==> config.mk <==
export PLATFORM = sky130hd
export DESIGN_NAME = stack_pointer_ctrl
export DESIGN_NICKNAME = d
export VERILOG_FILES = /design/src/rtl/stack_pointer_ctrl.sv
export SDC_FILE = /design/constraint.sdc
export NUM_CORES = 1
export LEC_CHECK = 0
export ABC_AREA = 1
export BUFFER_PORTS_ARGS = -buffer_cell sky130_fd_sc_hd__buf_2
export CAP_MARGIN = 20
export CORE_ASPECT_RATIO = 0.7
export CORE_UTILIZATION = 50
export CTS_BUF_LIST = sky130_fd_sc_hd__clkbuf_2
export CTS_CLUSTER_SIZE = 40
export DETAILED_ROUTE_END_ITERATION = 16
export PLACE_DENSITY = 0.82
export SLEW_MARGIN = 30
export SYNTH_ARGS = -nofsm -noshare
export SYNTH_HDL_FRONTEND = slang
export SYNTH_SLANG_ARGS = --single-unit
==> constraint.sdc <==
create_clock -name CLK -period 4.3 [get_ports CLK]
set_input_delay 0.43 -clock CLK [delete_from_list [all_inputs] [get_ports CLK]]
set_output_delay 0.43 -clock CLK [all_outputs]
set_load 0.02 [all_outputs]
==> src/rtl/stack_pointer_ctrl.sv <==
// Parametrised stack pointer with depth flags, sticky errors and an interrupt-frame push sequencer.
// Optional shadow register (SAVE/RESTORE/SHADOW) is built when STACK_SHADOW_EN is defined.
module stack_pointer_ctrl #(
  parameter int WIDTH       = 8,
  parameter int RESET_VAL   = 0,
  parameter int DEPTH_MAX   = 255,
  parameter int FRAME_WORDS = 2
) (
  input  logic                               CLK,
  input  logic                               RST,
  input  logic [WIDTH-1:0]                   DATA,
  input  logic                               LD,
  input  logic                               INCR,
  input  logic                               DECR,
  input  logic                               FRAME_START,
  input  logic                               ERR_CLR,
`ifdef STACK_SHADOW_EN
  input  logic                               SAVE,
  input  logic                               RESTORE,
  output logic [WIDTH-1:0]                   SHADOW,
`endif
  output logic [WIDTH-1:0]                   OUT,
  output logic                               EMPTY,
  output logic                               FULL,
  output logic                               OVF,
  output logic                               UNF,
  output logic                               BUSY,
  output logic                               FRAME_VALID,
  output logic [WIDTH-1:0]                   FRAME_ADDR,
  output logic [$clog2(FRAME_WORDS+1)-1:0]   FRAME_IDX,
  output logic                               FRAME_DONE
);

  localparam int IDX_W = $clog2(FRAME_WORDS + 1);
  localparam logic [WIDTH-1:0] ONE       = WIDTH'(1);
  localparam logic [WIDTH-1:0] RST_PTR   = WIDTH'(RESET_VAL);
  localparam logic [WIDTH-1:0] DMAX      = WIDTH'(DEPTH_MAX);
  localparam logic [WIDTH:0]   DMAX_WIDE = (WIDTH+1)'(DEPTH_MAX);
  localparam logic [WIDTH:0]   FW_WIDE   = (WIDTH+1)'(FRAME_WORDS);
  localparam logic [IDX_W-1:0] LAST_IDX  = IDX_W'(FRAME_WORDS - 1);

  typedef enum logic {IDLE, BURST} state_t;

  state_t             state_q, state_n;
  logic [WIDTH-1:0]   out_q, out_n;
  logic               ovf_q, ovf_n;
  logic               unf_q, unf_n;
  logic [IDX_W-1:0]   idx_q, idx_n;
  logic               done_q, done_n;
  logic [WIDTH-1:0]   depth;
  logic               frame_fits;
`ifdef STACK_SHADOW_EN
  logic [WIDTH-1:0]   shadow_q, shadow_n;
`endif

  // Depth counts downward-growing entries below the empty-stack value.
  assign depth      = RST_PTR - out_q;
  assign frame_fits = ({1'b0, depth} + FW_WIDE) <= DMAX_WIDE;

  always_ff @(posedge CLK) begin
    if (RST) begin
      state_q <= IDLE;
      out_q   <= RST_PTR;
      ovf_q   <= 1'b0;
      unf_q   <= 1'b0;
      idx_q   <= '0;
      done_q  <= 1'b0;
`ifdef STACK_SHADOW_EN
      shadow_q <= RST_PTR;
`endif
    end else begin
      state_q <= state_n;
      out_q   <= out_n;
      ovf_q   <= ovf_n;
      unf_q   <= unf_n;
      idx_q   <= idx_n;
      done_q  <= done_n;
`ifdef STACK_SHADOW_EN
      shadow_q <= shadow_n;
`endif
    end
  end

  always_comb begin
    state_n = state_q;
    out_n   = out_q;
    ovf_n   = ovf_q;
    unf_n   = unf_q;
    idx_n   = '0;
    done_n  = 1'b0;
`ifdef STACK_SHADOW_EN
    shadow_n = shadow_q;
`endif
    // Clear first so a same-cycle error event below takes priority.
    if (ERR_CLR) begin
      ovf_n = 1'b0;
      unf_n = 1'b0;
    end
    case (state_q)
      IDLE: begin
`ifdef STACK_SHADOW_EN
        if (SAVE) shadow_n = out_q;
`endif
        if (FRAME_START) begin
          if (frame_fits) state_n = BURST;
          else            ovf_n   = 1'b1;
        end
`ifdef STACK_SHADOW_EN
        else if (RESTORE) begin
          out_n = shadow_q;
        end
`endif
        else if (LD) begin
          out_n = DATA;
        end else if (INCR) begin
          if (EMPTY) unf_n = 1'b1;
          else       out_n = out_q + ONE;
        end else if (DECR) begin
          if (FULL) ovf_n = 1'b1;
          else      out_n = out_q - ONE;
        end
      end
      BURST: begin
        out_n = out_q - ONE;
        if (idx_q == LAST_IDX) begin
          state_n = IDLE;
          done_n  = 1'b1;
        end else begin
          idx_n = idx_q + IDX_W'(1);
        end
      end
      default: state_n = IDLE;
    endcase
  end

  assign OUT         = out_q;
  assign EMPTY       = (depth == '0);
  assign FULL        = (depth == DMAX);
  assign OVF         = ovf_q;
  assign UNF         = unf_q;
  assign BUSY        = (state_q == BURST);
  assign FRAME_VALID = (state_q == BURST);
  assign FRAME_ADDR  = out_q - ONE;
  assign FRAME_IDX   = idx_q;
  assign FRAME_DONE  = done_q;
`ifdef STACK_SHADOW_EN
  assign SHADOW      = shadow_q;
`endif

endmodule

Word-level counts from Yosys, hierarchy flattened. Index checks and enable logic that the tools add are counted.

$add $sub $neg: 5. $lt $le $gt $ge: 1. Equal/unequal tests: 6. Muxes and demuxes: 26. Bitwise logic cells: 1. Reductions and logical operators: 4.

Operators by type and width (number): 8-bit 2-to-1 mux (6); 1-bit 2-to-1 mux (18); 8-bit case mux with 2 select lines (1); 4-bit != test, second input constant (3); 8-bit by 2-bit adder with 9-bit output, second input constant (1); 9-bit by 8-bit <= comparator with 1-bit output, second input constant (1); 8-bit by 1-bit adder with 8-bit output, second input constant (1); 8-bit equality test, second input constant (1); 8-bit zero test (1); 1-bit by 8-bit subtractor with 8-bit output, first input constant (1); 8-bit by 1-bit subtractor with 8-bit output, second input constant (1); 4-bit AND reduction (1); 3-bit OR reduction (1); 2-bit by 1-bit adder with 2-bit output, second input constant (1); 2-bit by 1-bit equality test with 1-bit output, second input constant (1); 2-bit != test, second input constant (1); 1-bit case mux with 2 select lines (1); 2-bit OR reduction (1); 1-bit NOT (1).

Register bits after elaboration: 14. Input port bits: 15. Output and inout port bits: 25. Word-level logic and storage cells: 49.

Logic depth before layout (Yosys ltp).
Word-level depth: 8. Gate-level depth with buffers: 17. Mapped depth without buffers: 17.

Worst setup path after synthesis. Ideal clock, no wire load.

Path kind: reg-to-output. From: register out_q[0], in the netlist OUT[0]. To: output EMPTY. Data arrival time: 2063 ps. Data required time: 3870 ps. Path slack: 1807 ps. Stages on the path, launching flop included: 8. Path buffers: 0. Cells stage by stage: dfxtp_1 inv_2 ha_1 nand3_1 nand2_1 nand2_1 nand3_1 nor3_1.

Cells in the longest elaborated chain, start to end: 2.

Ends and longest elaborated chain: start: declaration (RTL line 45) `logic [WIDTH-1:0] out_q, out_n;`; start signal: assignment (RTL line 73) `out_q <= out_n;`; 1-bit by 8-bit subtractor with 8-bit output (RTL line 57) `assign depth = RST_PTR - out_q;`; 8-bit zero test (RTL line 137) `assign EMPTY = (depth == '0);`; end: declaration (RTL line 23) `output logic EMPTY,`.

No other way between the ends.

Worst setup path in the final report.
From: register out_q[0], in the netlist OUT[0]. To: output FULL.

Cells in the longest elaborated chain, start to end: 2.

Ends and longest elaborated chain: 1-bit by 8-bit subtractor with 8-bit output (RTL line 57); 8-bit equality test (RTL line 138) `assign FULL = (depth == DMAX);`; end: declaration (RTL line 24) `output logic FULL,`.

No other way between the ends.

==> impl_metrics.py <==
metrics = {
    "power": {
        "p_comb_frac": 0.588,
        "ir_drop_mv": 0.238,
        "clkPwrFrac": 0.111,
        "p_leak_nw": 0.757,
        "p_per_area_mw_per_mm2": 427,
        "power_switching_uw": 326,
        "p_int_uw": 293,
        "swShare": 0.527,
        "p_seq_frac": 0.301,
    },
    "cts": {
        "cts_hold_buf": 0,
        "cts_tree": "built",
        "post_cts_buffers": 0,
        "cts_max_level": 1,
        "cts_resized": 0,
        "clock-sinks": 14,
        "path_clk_slew_ps": 160,
        "worstSkewPairLatency_ps": 300,
        "clockBufferDepth": 2,
        "numCtsBuffers": 3,
        "root_buffer": "clkbuf_2",
    },
    "timing": {
        "worstMarginPinSlew_ps": 495,
        "max-slew-margin-rel": 0.669,
        "period_share": 0.639,
        "rsz0062_at_grt": "no",
        "fin_worst_skew_ps": 17.4,
        "fmaxAchievable_mhz": 364,
        "hold_viol": 0,
        "tns_ps": 0,
        "min_period_ps": 2750,
        "finalSetupViolations": 0,
        "worst_slack_ps": 1550,
        "finalMaxSlewViolations": 0,
    },
    "critical_path": {
        "r2r_end": "OUT[5]$_SDFFE_PP0P_",
        "crit-reg2reg-launch": "OUT[0]$_SDFFE_PP0P_",
        "crit_path_end_kind": "output port",
        "rrSetupSlack_ps": 1870,
        "crit_type": "flop to output port",
        "path_max_fanout": 8,
        "cp.arrival_ps": 2320,
        "critPathLaunch": "OUT[0]$_SDFFE_PP0P_",
        "endpoint": "FULL",
        "worst-r2r-cell-count": 15,
        "worst_setup_path_start_kind": "flop",
        "required_ps": 3870,
    },
    "grt": {
        "grt_max_degree": 11,
        "grt.overflow.total": 0,
        "grt_pass1_wl_mm": 5.41,
        "globalRouteTotalUtil": 0.273,
        "grt_antenna_before_repair": 0,
        "first_global_vias": 1173,
    },
    "yosys": {
        "post-synth-top-area-cell": "dfxtp_1",
        "synth-edff-count": 0,
        "syn-cell-area_sq_mm": 0.00123,
        "yosysSeqAreaShare": 0.229,
        "synthTopCellsByCount": "nand2_1, nor2_1, nand3_1",
        "synth_flop_cell": "dfxtp_1",
        "synth_area_leaders": "dfxtp_1, nand2_1, nand3_1",
        "syn_inst": 181,
        "yosysWarnings": 0,
        "async_flop_share": 0,
        "ys_ff_latch": 14,
        "syn-num-nets": 203,
        "synth_cell_type_count": 30,
        "synth_top_area_frac": 0.229,
        "yosysMostFrequentCell": "nand2_1",
        "syn_area_per_cell_sq_um": 6.77,
    },
    "finish": {
        "antenna_cells": 0,
        "area_growth_pct": 18.3,
        "drive_gt1_frac": 0.290,
        "final_util": 0.652,
        "nets": 244,
    },
    "floorplan": {
        "fp.dieW_microns": 61.2,
        "io-pin-count": 40,
        "fp.dieH_microns": 43.4,
        "core-area_sq_mm": 0.00222,
        "rows": 14,
        "start_util": 0.551,
        "dieArea_sq_mm": 0.00266,
    },
    "drt": {
        "drt_iter0_drc": 121,
        "drtAntennaViolNets": 0,
        "drtPass1Iterations": 4,
        "drc": 0,
        "drt-vias-per-instance": 5.30,
        "routedWlPerCell_microns": 13.0,
        "vias": 1342,
        "wirelength_mm": 3.28,
    },
    "place": {
        "io_buffers": 39,
        "place.detailed.hpwl_mm": 2.66,
        "dpl_worst_slack_ps": 1930,
        "place_congestion": 0.900,
    },
    "worst_hold_path": {
        "hold_start": "RST",
        "hold_class": "input port to flop",
    },
    "status": {
        "status": "complete, no violations",
    },
    "job": {
        "timing.max_cap.violations": 0,
    },
}
-- registers in the layout, summed over array words and instances, names as in the netlist --
signal	count
BUSY	1
FRAME_DONE	1
UNF	1
OUT	8
FRAME_IDX	2
OVF	1
-- logic make-up (layout without fill, tap and decap cells) --
group           Yosys count  in the layout  share of synthesized area
xor+xnor                  4              4                     0.0439
compound gates           21             21                      0.105
fa+ha+maj                 7              7                     0.0714
flops                    14             14                      0.229
simple gates            107            107                      0.450
buf+inv                  28             68                      0.101
-- power groups by stage --
stage / combinational [mW] / clock, mW / sequential [mW]
floorplan: 0.264 / 0 / 0.194
global route: 0.399 / 0.0781 / 0.191
global placement: 0.353 / 0 / 0.186
CTS: 0.363 / 0.0710 / 0.185
detailed placement: 0.361 / 0 / 0.188
finish: 0.364 / 0.0684 / 0.186
-- layer usage --
metal	GRT usage	share of wire
met5	0	0
met4	0.0545	0.0073
met3	0.0537	0.082
met2	0.391	0.44
met1	0.422	0.47
-- worst max-delay path, cell delays in order (launching register included) --
cell and delay (ps):
dfxtp_1 550, inv_2 160, ha_1 260, inv_1 110
nor2_4 50, nor2_2 250, nand3_1 170, nor2_1 140
nand3_2 110, inv_1 60, buf_2 150
-- cell type report --
class	count	area, sq um
flip-flops and latches	14	280
fillers	214	774
well taps	32	40.0
inverters	25	93.8
repair buffers	39	195
clock buffers	3	15.0
clock inverters	1	3.75
multi-input cells	139	822
-- through the flow --
step | total power, mW | cell area (sq um) | instances | hold slack [ps]
floorplan | 0.457 | 1230 | 181 | 499
global placement | 0.539 | 1430 | 249 | 430
detailed placement | 0.550 | 1430 | 249 | 438
CTS | 0.619 | 1450 | 253 | 310
global route | 0.668 | 1450 | 253 | 308
finish | 0.619 | 1450 | 253 | 318
-- worst min path at each step --
stage                                   end  slack (ps)  cells after the start
floorplan                    UNF$_SDFF_PP0_         500                      1
global placement    FRAME_IDX[0]$_SDFF_PP0_         430                      1
detailed placement  FRAME_IDX[0]$_SDFF_PP0_         440                      1
CTS                          UNF$_SDFF_PP0_         310                      2
global route                 UNF$_SDFF_PP0_         310                      2
finish                       UNF$_SDFF_PP0_         320                      2
-- placed cells by master, fill, tap and decap left out, types with 3 or more instances in the layout --
| master | instances |
|---|---|
| a21oi_1 | 7 |
| buf_2 | 39 |
| clkbuf_2 | 3 |
| clkinv_1 | 3 |
| dfxtp_1 | 14 |
| ha_1 | 7 |
| inv_1 | 20 |
| inv_2 | 3 |
| nand2_1 | 32 |
| nand2_2 | 5 |
| nand2_4 | 4 |
| nand3_1 | 22 |
| nand4_1 | 3 |
| nor2_1 | 27 |
| nor3_1 | 5 |
| o21ai_0 | 6 |
| xor2_1 | 3 |
Power figures use the tool's default switching activity.
